`src/rtl/l1d_write_buffer.sv`:
```
// L1D-to-L2 write buffer: coalesces writes, forwards buffered data to reads, and sends read misses to L2 ahead of queued writes.
// Forwarded read hits respond 1 cycle after accept. l1_ready_out drops while full, flushing, or while a read is outstanding.
module l1d_write_buffer #(
   parameter int PADDR_BITS = 22,
   parameter int DEPTH      = 4
) (
   input  logic                  clk_in,
   input  logic                  rst_N_in,
   input  logic                  flush_in,
   output logic                  flush_done_out,
   input  logic                  l1_valid_in,
   output logic                  l1_ready_out,
   input  logic [PADDR_BITS-1:0] l1_addr_in,
   input  logic [63:0]           l1_value_in,
   input  logic                  l1_we_in,
   output logic                  l1_valid_out,
   input  logic                  l1_ready_in,
   output logic [PADDR_BITS-1:0] l1_addr_out,
   output logic [63:0]           l1_value_out,
   output logic                  lc_valid_out,
   input  logic                  lc_ready_in,
   output logic [PADDR_BITS-1:0] lc_addr_out,
   output logic [63:0]           lc_value_out,
   output logic                  lc_we_out,
   input  logic                  lc_valid_in,
   output logic                  lc_ready_out,
   input  logic [PADDR_BITS-1:0] lc_addr_in,
   input  logic [63:0]           lc_value_in
);

   localparam int PW = (DEPTH > 1) ? $clog2(DEPTH) : 1;
   localparam int CW = PW + 1;

   typedef enum logic [1:0] {IDLE, ISSUE_RD, WAIT_RD, ISSUE_WR} state_e;

   state_e                  state_q, state_d;
   logic [PADDR_BITS-1:0]   ent_addr_q [DEPTH];
   logic [63:0]             ent_val_q  [DEPTH];
   logic [PW-1:0]           head_q, tail_q;
   logic [CW-1:0]           count_q, count_d;
   logic                    rd_busy_q, rd_pend_q;
   logic [PADDR_BITS-1:0]   rd_addr_q;
   logic                    resp_valid_q;
   logic [PADDR_BITS-1:0]   resp_addr_q;
   logic [63:0]             resp_val_q;

   logic                    l1_fire, wr_fire, rd_fire, enq, pop, lc_resp_fire, resp_take;
   logic                    hit, co_hit;
   logic [PW-1:0]           hit_idx, co_idx;

   // Gating with the reset pin keeps every output low while reset is held.
   assign l1_ready_out   = rst_N_in && !flush_in && !rd_busy_q && (count_q < CW'(DEPTH));
   assign flush_done_out = rst_N_in && flush_in && (count_q == '0) && (state_q == IDLE) && !rd_busy_q;
   assign l1_valid_out   = resp_valid_q;
   assign l1_addr_out    = resp_addr_q;
   assign l1_value_out   = resp_val_q;

   assign l1_fire      = l1_valid_in && l1_ready_out;
   assign wr_fire      = l1_fire && l1_we_in;
   assign rd_fire      = l1_fire && !l1_we_in;
   assign enq          = wr_fire && !co_hit;
   assign pop          = (state_q == ISSUE_WR) && lc_ready_in;
   assign lc_resp_fire = lc_valid_in && lc_ready_out;
   assign resp_take    = resp_valid_q && l1_ready_in;

   // Scan oldest to youngest so the last match wins; the head is excluded from
   // coalescing while it is on the L2 bus.
   always_comb begin
      hit     = 1'b0;
      hit_idx = '0;
      co_hit  = 1'b0;
      co_idx  = '0;
      for (int i = 0; i < DEPTH; i++) begin
         if ((CW'(i) < count_q) && (ent_addr_q[head_q + PW'(i)] == l1_addr_in)) begin
            hit     = 1'b1;
            hit_idx = head_q + PW'(i);
            if (!((state_q == ISSUE_WR) && (i == 0))) begin
               co_hit = 1'b1;
               co_idx = head_q + PW'(i);
            end
         end
      end
   end

   always_comb begin
      count_d = count_q;
      if (enq && !pop) begin
         count_d = count_q + CW'(1);
      end else if (!enq && pop) begin
         count_d = count_q - CW'(1);
      end
   end

   always_ff @(posedge clk_in or negedge rst_N_in) begin
      if (!rst_N_in) begin
         state_q <= IDLE;
      end else begin
         state_q <= state_d;
      end
   end

   always_comb begin
      state_d = state_q;
      case (state_q)
         IDLE: begin
            if (rd_pend_q) begin
               state_d = ISSUE_RD;
            end else if (count_q != '0) begin
               state_d = ISSUE_WR;
            end
         end
         ISSUE_RD: if (lc_ready_in)  state_d = WAIT_RD;
         WAIT_RD:  if (lc_resp_fire) state_d = IDLE;
         ISSUE_WR: if (lc_ready_in)  state_d = IDLE;
         default:  state_d = IDLE;
      endcase
   end

   always_comb begin
      lc_valid_out = 1'b0;
      lc_we_out    = 1'b0;
      lc_addr_out  = '0;
      lc_value_out = '0;
      lc_ready_out = 1'b0;
      case (state_q)
         ISSUE_RD: begin
            lc_valid_out = 1'b1;
            lc_addr_out  = rd_addr_q;
         end
         WAIT_RD: begin
            lc_ready_out = !resp_valid_q;
         end
         ISSUE_WR: begin
            lc_valid_out = 1'b1;
            lc_we_out    = 1'b1;
            lc_addr_out  = ent_addr_q[head_q];
            lc_value_out = ent_val_q[head_q];
         end
         default: ;
      endcase
   end

   always_ff @(posedge clk_in or negedge rst_N_in) begin
      if (!rst_N_in) begin
         head_q  <= '0;
         tail_q  <= '0;
         count_q <= '0;
         for (int i = 0; i < DEPTH; i++) begin
            ent_addr_q[i] <= '0;
            ent_val_q[i]  <= '0;
         end
      end else begin
         if (wr_fire) begin
            if (co_hit) begin
               ent_val_q[co_idx] <= l1_value_in;
            end else begin
               ent_addr_q[tail_q] <= l1_addr_in;
               ent_val_q[tail_q]  <= l1_value_in;
               tail_q             <= tail_q + PW'(1);
            end
         end
         if (pop) begin
            head_q <= head_q + PW'(1);
         end
         count_q <= count_d;
      end
   end

   always_ff @(posedge clk_in or negedge rst_N_in) begin
      if (!rst_N_in) begin
         rd_busy_q    <= 1'b0;
         rd_pend_q    <= 1'b0;
         rd_addr_q    <= '0;
         resp_valid_q <= 1'b0;
         resp_addr_q  <= '0;
         resp_val_q   <= '0;
      end else begin
         if (rd_fire) begin
            rd_busy_q <= 1'b1;
         end else if (resp_take) begin
            rd_busy_q <= 1'b0;
         end

         if (rd_fire && !hit) begin
            rd_pend_q <= 1'b1;
            rd_addr_q <= l1_addr_in;
         end else if ((state_q == ISSUE_RD) && lc_ready_in) begin
            rd_pend_q <= 1'b0;
         end

         if (rd_fire && hit) begin
            resp_valid_q <= 1'b1;
            resp_addr_q  <= l1_addr_in;
            resp_val_q   <= ent_val_q[hit_idx];
         end else if (lc_resp_fire) begin
            resp_valid_q <= 1'b1;
            resp_addr_q  <= lc_addr_in;
            resp_val_q   <= lc_value_in;
         end else if (resp_take) begin
            resp_valid_q <= 1'b0;
         end
      end
   end

endmodule

```
`config.mk`:
```
export PLATFORM = sky130hd
export DESIGN_NAME = l1d_write_buffer
export DESIGN_NICKNAME = d
export VERILOG_FILES = /design/src/rtl/l1d_write_buffer.sv
export SDC_FILE = /design/constraint.sdc
export NUM_CORES = 1
export LEC_CHECK = 0
export ABC_AREA = 0
export BUFFER_PORTS_ARGS = -buffer_cell sky130_fd_sc_hd__buf_2
export CORE_MARGIN = 10
export CORE_UTILIZATION = 45
export DETAILED_ROUTE_END_ITERATION = 6
export GPL_TIMING_DRIVEN = 0
export PLACE_DENSITY = 0.7
export SETUP_SLACK_MARGIN = 0.02
export SLEW_MARGIN = 20
export SYNTH_ARGS = -nofsm -noshare
export SYNTH_HDL_FRONTEND = slang
export SYNTH_SLANG_ARGS = --single-unit
```
`constraint.sdc`:
```
create_clock -name clk_in -period 7.96 [get_ports clk_in]
set_input_delay 0.398 -clock clk_in [delete_from_list [all_inputs] [get_ports clk_in]]
set_output_delay 0.398 -clock clk_in [all_outputs]
set_load 0.05 [all_outputs]
```
==> impl_metrics.env, run 1 <==
export IMPL_synth_area_per_cell_um2=10.9
export IMPL_cp_max_fo=10
export IMPL_post_cts_buffers=0
export IMPL_vias=25564
export IMPL_layout_nets=3272
export IMPL_cp_end_kind="output port"
export IMPL_dieHeight_um=274
export IMPL_post_route_min_period_ns=6.23
export IMPL_dr_pass1_iters=5
export IMPL_ctsResizeCount=0
export IMPL_p_leak_uw=0.0150
export IMPL_via_per_inst=6.41
export IMPL_status="completed"
export IMPL_synth_edf_count=0
export IMPL_timing_max_cap_violations=0
export IMPL_io_pins=358
export IMPL_async_flop_share_pct=100
export IMPL_grt_antenna_before_repair=19
export IMPL_regArea_mm2=0.0116
export IMPL_fin_worst_skew_ns=0.0207
export IMPL_p_switching_uw=6510
export IMPL_rows=93
export IMPL_ys_ff_latch=464
export IMPL_critPathRequiredTime_ns=7.56
export IMPL_grt_pass1_vias=25348
export IMPL_clock_sinks=464
export IMPL_netlist_area_mm2=0.0291
export IMPL_grt_pass1_wl_mm=166
export IMPL_syn_inst=2676
export IMPL_grt_remaining_overflow=0
export IMPL_wl_mm=113
export IMPL_root_buffer="clkbuf_16"
export IMPL_drtIter0Drc=2950
export IMPL_crit_arrival_ns=5.83
export IMPL_final_common_cell="dfrtp_1"
export IMPL_track_usage_pct=29.0
export IMPL_critPathKind="flop to output port"
export IMPL_initial_core_util_pct=45.2
export IMPL_layout_common_cells="dfrtp_1, buf_2, nand2_1"
export IMPL_seqPwrFrac_pct=29.4
export IMPL_die_area_mm2=0.0751
export IMPL_route_detailed_drc=0
export IMPL_synthesis_nets=2865
export IMPL_slew_viol_final=0
export IMPL_met3_length_mm=11.8
export IMPL_power_internal_uw=7350
export IMPL_wl_per_cell_um=28.3
export IMPL_final_period_utilization_pct=78.2
export IMPL_hold_path_class="input port to flop"
export IMPL_layout_drive_gt1_share_pct=27.5
export IMPL_p_clk_share_pct=17.8
export IMPL_switching_share_pct=47.0
export IMPL_port_buffers=348
export IMPL_place_congestion=1.04
export IMPL_clk_pin_slew_worst_paths_ns=0.06
export IMPL_post_route_util_pct=52.6
export IMPL_grt_setup_unrepaired="no"
export IMPL_cts_tree="done"
export IMPL_synth_flop_cell="dfrtp_1"
export IMPL_fmax_mhz=161
export IMPL_multi_input_area_mm2=0.0160
export IMPL_fp_dieW_um=274
export IMPL_relSlewSlack_pct=14.0
export IMPL_ctsLongestPathBuffers=3
export IMPL_ys_warn_count=0
export IMPL_drt_met1_wl_mm=45.3
export IMPL_syn2layout_area_growth_pct=16.3
export IMPL_ir_drop_v=0.000202
export IMPL_startpoint_type="flop"
export IMPL_wl_met2_mm=50.9
export IMPL_total_power_uw=13900
export IMPL_htreeDepth=2
export IMPL_dpl_hpwl_mm=82.5
export IMPL_timing_final_setup_violations=0
export IMPL_fill_cells=5798
export IMPL_top_layer_used="met5"
export IMPL_setup_ws_ns=1.73
export IMPL_core_area_mm2=0.0642
export IMPL_clkLatencyLatePin_ns=0.62
export IMPL_cts_buffers=51
export IMPL_dp_slack_ns=2.01
export IMPL_worst_slew_pin_slew_ns=1.29
export IMPL_pwr_density_cell_mw_per_mm2=410
export IMPL_postRouteAntennaNets=0
export IMPL_pwr_share_comb_pct=52.8
export IMPL_hold_violations=0
export IMPL_seq_area_frac_synth_pct=40.0
export IMPL_synth_distinct_cells=78
export IMPL_grt_max_degree=97
## power groups by stage
| stage | Sequential, uW | Combinational [uW] | Clock [uW] |
|---|---|---|---|
| floorplan | 4580 | 4420 | 0 |
| global placement | 4040 | 7110 | 0 |
| detailed placement | 4070 | 7190 | 0 |
| CTS | 4040 | 7230 | 2480 |
| global route | 4190 | 7700 | 2580 |
| finish | 4080 | 7320 | 2460 |
## Yosys cell counts (5+ instances only)
cell | instances | share of area (%)
xor2_1 | 14 | 0.42
nor4_1 | 5 | 0.11
nor2b_1 | 72 | 1.6
o2111a_1 | 66 | 2.6
buf_1 | 27 | 0.35
a21oi_1 | 48 | 0.83
nand3_1 | 145 | 2.5
a211oi_1 | 135 | 3.5
o221ai_1 | 66 | 2.0
mux2i_1 | 187 | 6.4
nor4b_1 | 5 | 0.15
mux2_2 | 171 | 6.6
inv_1 | 14 | 0.18
o22ai_1 | 72 | 1.6
ha_1 | 9 | 0.39
buf_2 | 35 | 0.60
buf_4 | 5 | 0.13
mux2_1 | 59 | 2.3
xnor2_1 | 68 | 2.1
nand2_1 | 255 | 3.3
dfrtp_1 | 464 | 40
mux2_4 | 60 | 3.1
a22oi_1 | 8 | 0.21
nand4_1 | 16 | 0.34
mux4_2 | 96 | 7.4
o211ai_1 | 8 | 0.21
buf_6 | 38 | 1.5
or3_1 | 5 | 0.11
clkbuf_1 | 165 | 2.1
nor2_1 | 63 | 0.81
and2_1 | 73 | 1.6
nor3_1 | 81 | 1.4
o2111ai_1 | 6 | 0.18
o21ai_0 | 43 | 0.74
and3_1 | 8 | 0.17
or4_1 | 6 | 0.16
nand2b_1 | 7 | 0.15
## logic make-up after synthesis
| family | share of synthesized area [%] |
|---|---|
| simple gates | 12.9 |
| mux | 25.9 |
| compound gates | 13.5 |
| flops | 40.0 |
| buf+inv | 4.89 |
| xor+xnor | 2.47 |
| fa+ha+maj | 0.388 |
## per-stage QoR
stage / hold WS, ns / std cells / setup TNS (ns) / area (um2)
floorplan: 0.102 / 2676 / 0 / 29100
global placement: 0.463 / 3879 / -2867.57 / 31900
detailed placement: 0.301 / 3884 / 0 / 32000
CTS: 0.0349 / 3974 / 0 / 33700
global route: 0.0450 / 3980 / 0 / 33800
finish: 0.0492 / 3987 / 0 / 33800
## repair_timing
action | in CTS | in global routing
setup endpoints to repair | 0 | 0
endpoints found under the hold margin | 30 | 0
hold buffers | 1 | 0
## critical path, cell delays in order, from the launching register on
cell	delay (ns)
dfrtp_1	0.34
buf_6	0.20
buf_6	0.25
buf_2	0.35
buf_4	0.28
buf_2	0.32
clkbuf_1	0.56
clkbuf_1	0.81
buf_1	0.56
buf_1	0.67
o211ai_1	0.21
a21oi_1	0.31
buf_2	0.32
## metal layers
layer	GRT usage [%]	vias to the layer above
met3	7.95	280
met1	38.3	12912
met5	0	-
met4	12.3	20
met2	44.4	1437
li1	-	10915
## worst paths after layout
| path | from | endpoint | slack, ns | cells after the start |
|---|---|---|---|---|
| worst max register to register | head_q[1] | l1_value_out[4] | 1.78 | 15 |
| worst max-delay path | head_q[0] | lc_addr_out[11] | 1.73 | 12 |
| min in group asynchronous | rst_N_in | l1_value_out[7] | 0.27 | 2 |
| worst min register to register | rd_addr_q[3] | rd_addr_q[3] | 0.48 | 2 |
| worst min-delay path | l1_value_in[62] | ent_val_q[126] | 0.05 | 2 |
| max in group asynchronous | rst_N_in | l1_value_out[33] | 6.41 | 4 |
## final cells by class
type,instances,area share (%)
Antenna cell,13,0.0963
Buffer,270,4.04
Clock buffer,74,4.46
Clock inverter,15,0.608
Inverter,16,0.178
Multi-Input combinational cell,1926,47.5
Sequential cell,464,34.4
Tap cell,855,3.17
Timing Repair Buffer,354,5.62
## state kept, by name, summed over array words and instances, names as in the netlist
name          count
ent_addr_q       88
count_q           3
l1_value_out     64
head_q            2
rd_pend_q         1
state_q           2
ent_val_q       256
l1_addr_out      22
rd_busy_q         1
l1_valid_out      1
tail_q            2
rd_addr_q        22
(Power assumes the default switching activity.)
==> inputs of run 2 (changes only) <==
clock period = 6 ns   (was 7.96 ns; I/O delays follow)
==> impl_metrics.env, run 2 (synthesis gave the netlist of run 1 again) <==
export IMPL_grt_remaining_overflow=0
export IMPL_worst_slew_pin_slew_ns=1.06
export IMPL_route_detailed_drc=9
export IMPL_regMostFlops="ent_val_q"
export IMPL_timing_final_setup_violations=0
export IMPL_fin_worst_skew_ns=0.0161
export IMPL_fin_tns_setup_ns=0
export IMPL_p_leak_uw=0.0153
export IMPL_core_area_mm2=0.0642
export IMPL_startpoint_type="flop"
export IMPL_die_area_mm2=0.0751
export IMPL_track_usage_pct=29.3
export IMPL_layout_common_cells="dfrtp_1, buf_2, nand2_1"
export IMPL_fmax_mhz=168
export IMPL_wl_mm=114
export IMPL_dr_pass1_iters=7
export IMPL_syn2layout_area_growth_pct=18.9
export IMPL_post_route_util_pct=53.8
export IMPL_cp_startpoint="head_q[1]"
export IMPL_pwr_density_cell_mw_per_mm2=534
export IMPL_post_route_min_period_ns=5.95
export IMPL_hold_path_class="input port to flop"
export IMPL_ir_drop_v=0.000265
export IMPL_io_pins=358
export IMPL_relSlewSlack_pct=28.8
export IMPL_grt_max_degree=97
export IMPL_violations="design-rule violations"
export IMPL_root_buffer="clkbuf_16"
export IMPL_grt_antenna_before_repair=9
export IMPL_clock_sinks=464
export IMPL_timing_max_cap_violations=0
export IMPL_postRouteAntennaNets=0
export IMPL_wl_per_cell_um=28.0
export IMPL_rows=93
export IMPL_cp_end_kind="flop"
export IMPL_hold_violations=0
export IMPL_cts_tree="done"
export IMPL_place_congestion=1.04
export IMPL_layout_drive_gt1_share_pct=26.9
export IMPL_largest_reg_flops=256
export IMPL_dpl_hpwl_mm=82.5
export IMPL_whs_path_depth=3
export IMPL_vias=25868
export IMPL_fill_cells=5742
export IMPL_clkLatencyLatePin_ns=0.62
export IMPL_via_per_inst=6.37
export IMPL_fp_dieW_um=274
export IMPL_grt_pass1_vias=25747
export IMPL_ctsLongestPathBuffers=3
export IMPL_post_cts_buffers=0
export IMPL_cts_buffers=51
export IMPL_final_period_utilization_pct=99.2
export IMPL_port_buffers=348
export IMPL_drtIter0Drc=2865
export IMPL_slew_viol_final=0
export IMPL_layout_nets=3349
export IMPL_dieHeight_um=274
export IMPL_reg2regPathDepth=14
export IMPL_grt_pass1_wl_mm=168
export IMPL_cp_max_fo=10
export IMPL_status="finished with violations"
export IMPL_holdCritStartpoint="lc_addr_in[10]"
export IMPL_initial_core_util_pct=45.2
export IMPL_htreeDepth=2
export IMPL_grt_setup_unrepaired="no"
export IMPL_critPathRequiredTime_ns=6.44
export IMPL_critPathKind="flop to flop"
export IMPL_r2r_start="head_q[1]"
export IMPL_final_common_cell="dfrtp_1"
export IMPL_clk_pin_slew_worst_paths_ns=0.06
export IMPL_crit_arrival_ns=6.39
## run 2: final timing paths
check / end / slack, ns
max in group asynchronous: ent_val_q[36] / 4.56
worst max register to register: l1_value_out[4] / 0.05
worst max-delay path: l1_value_out[4] / 0.05
worst min register to register: rd_addr_q[3] / 0.48
min in group asynchronous: l1_value_out[7] / 0.17
worst min-delay path: l1_addr_out[10] / 0.01
## run 2: critical path, stage by stage (launching register included)
cell,delay [ns]
dfrtp_1,0.34
buf_6,0.19
buf_6,0.22
buf_4,0.35
buf_4,0.35
mux2i_1,0.18
a22o_1,0.27
o21ai_0,0.50
nand4_1,0.27
nor4_2,0.75
a22oi_1,0.21
o21ai_0,0.41
and3_1,0.92
clkbuf_1,0.58
a211oi_1,0.20
## run 2: power breakdown
part | internal, uW | switching, uW | total, uW
sequential | 4360 | 1060 | 5420
clock | 1910 | 1360 | 3270
combinational | 3520 | 6250 | 9770
total | 9780 | 8680 | 18500
## run 2: through the flow
| step | cell area (um2) | hold slack (ns) | instances | worst slack (ns) | power (uW) |
|---|---|---|---|---|---|
| 2_1_floorplan | 29100 | 0.00441 | 2676 | 2.00 | 11900 |
| 3_3_place_gp | 31900 | 0.463 | 3879 | -5.57 | 14800 |
| 3_5_place_dp | 32000 | 0.203 | 3884 | 0.0466 | 14900 |
| 4_1_cts | 34500 | 0.0000165 | 4052 | 0.0974 | 18300 |
| 5_1_grt | 34500 | 0.00772 | 4052 | 0.0607 | 19200 |
| 6_report | 34500 | 0.0150 | 4058 | 0.0467 | 18500 |
## run 2: layout make-up
type,instances,area [um2],area share [%]
Antenna cell,7,17.5,0.0507
Buffer,269,1360,3.94
Clock inverter,15,205,0.594
Sequential cell,464,11600,33.6
Clock buffer,74,1510,4.36
Multi-Input combinational cell,1926,16000,46.4
Inverter,16,60.1,0.174
Tap cell,855,1070,3.10
Timing Repair Buffer,432,2680,7.76
## run 2: per-layer routing
layer,up-vias,global-route usage [%],routed length (um)
met5,-,0,74
met1,13102,38.7,46300
met3,305,7.57,11000
li1,11044,-,-
met2,1405,45.2,51300
met4,12,12.0,5000
## run 2: repair_timing
item,4_1_cts,5_1_grt
gates resized for setup,1,3
endpoints found under the hold margin,408,0
hold buffers,79,0
setup endpoints to repair,4,64
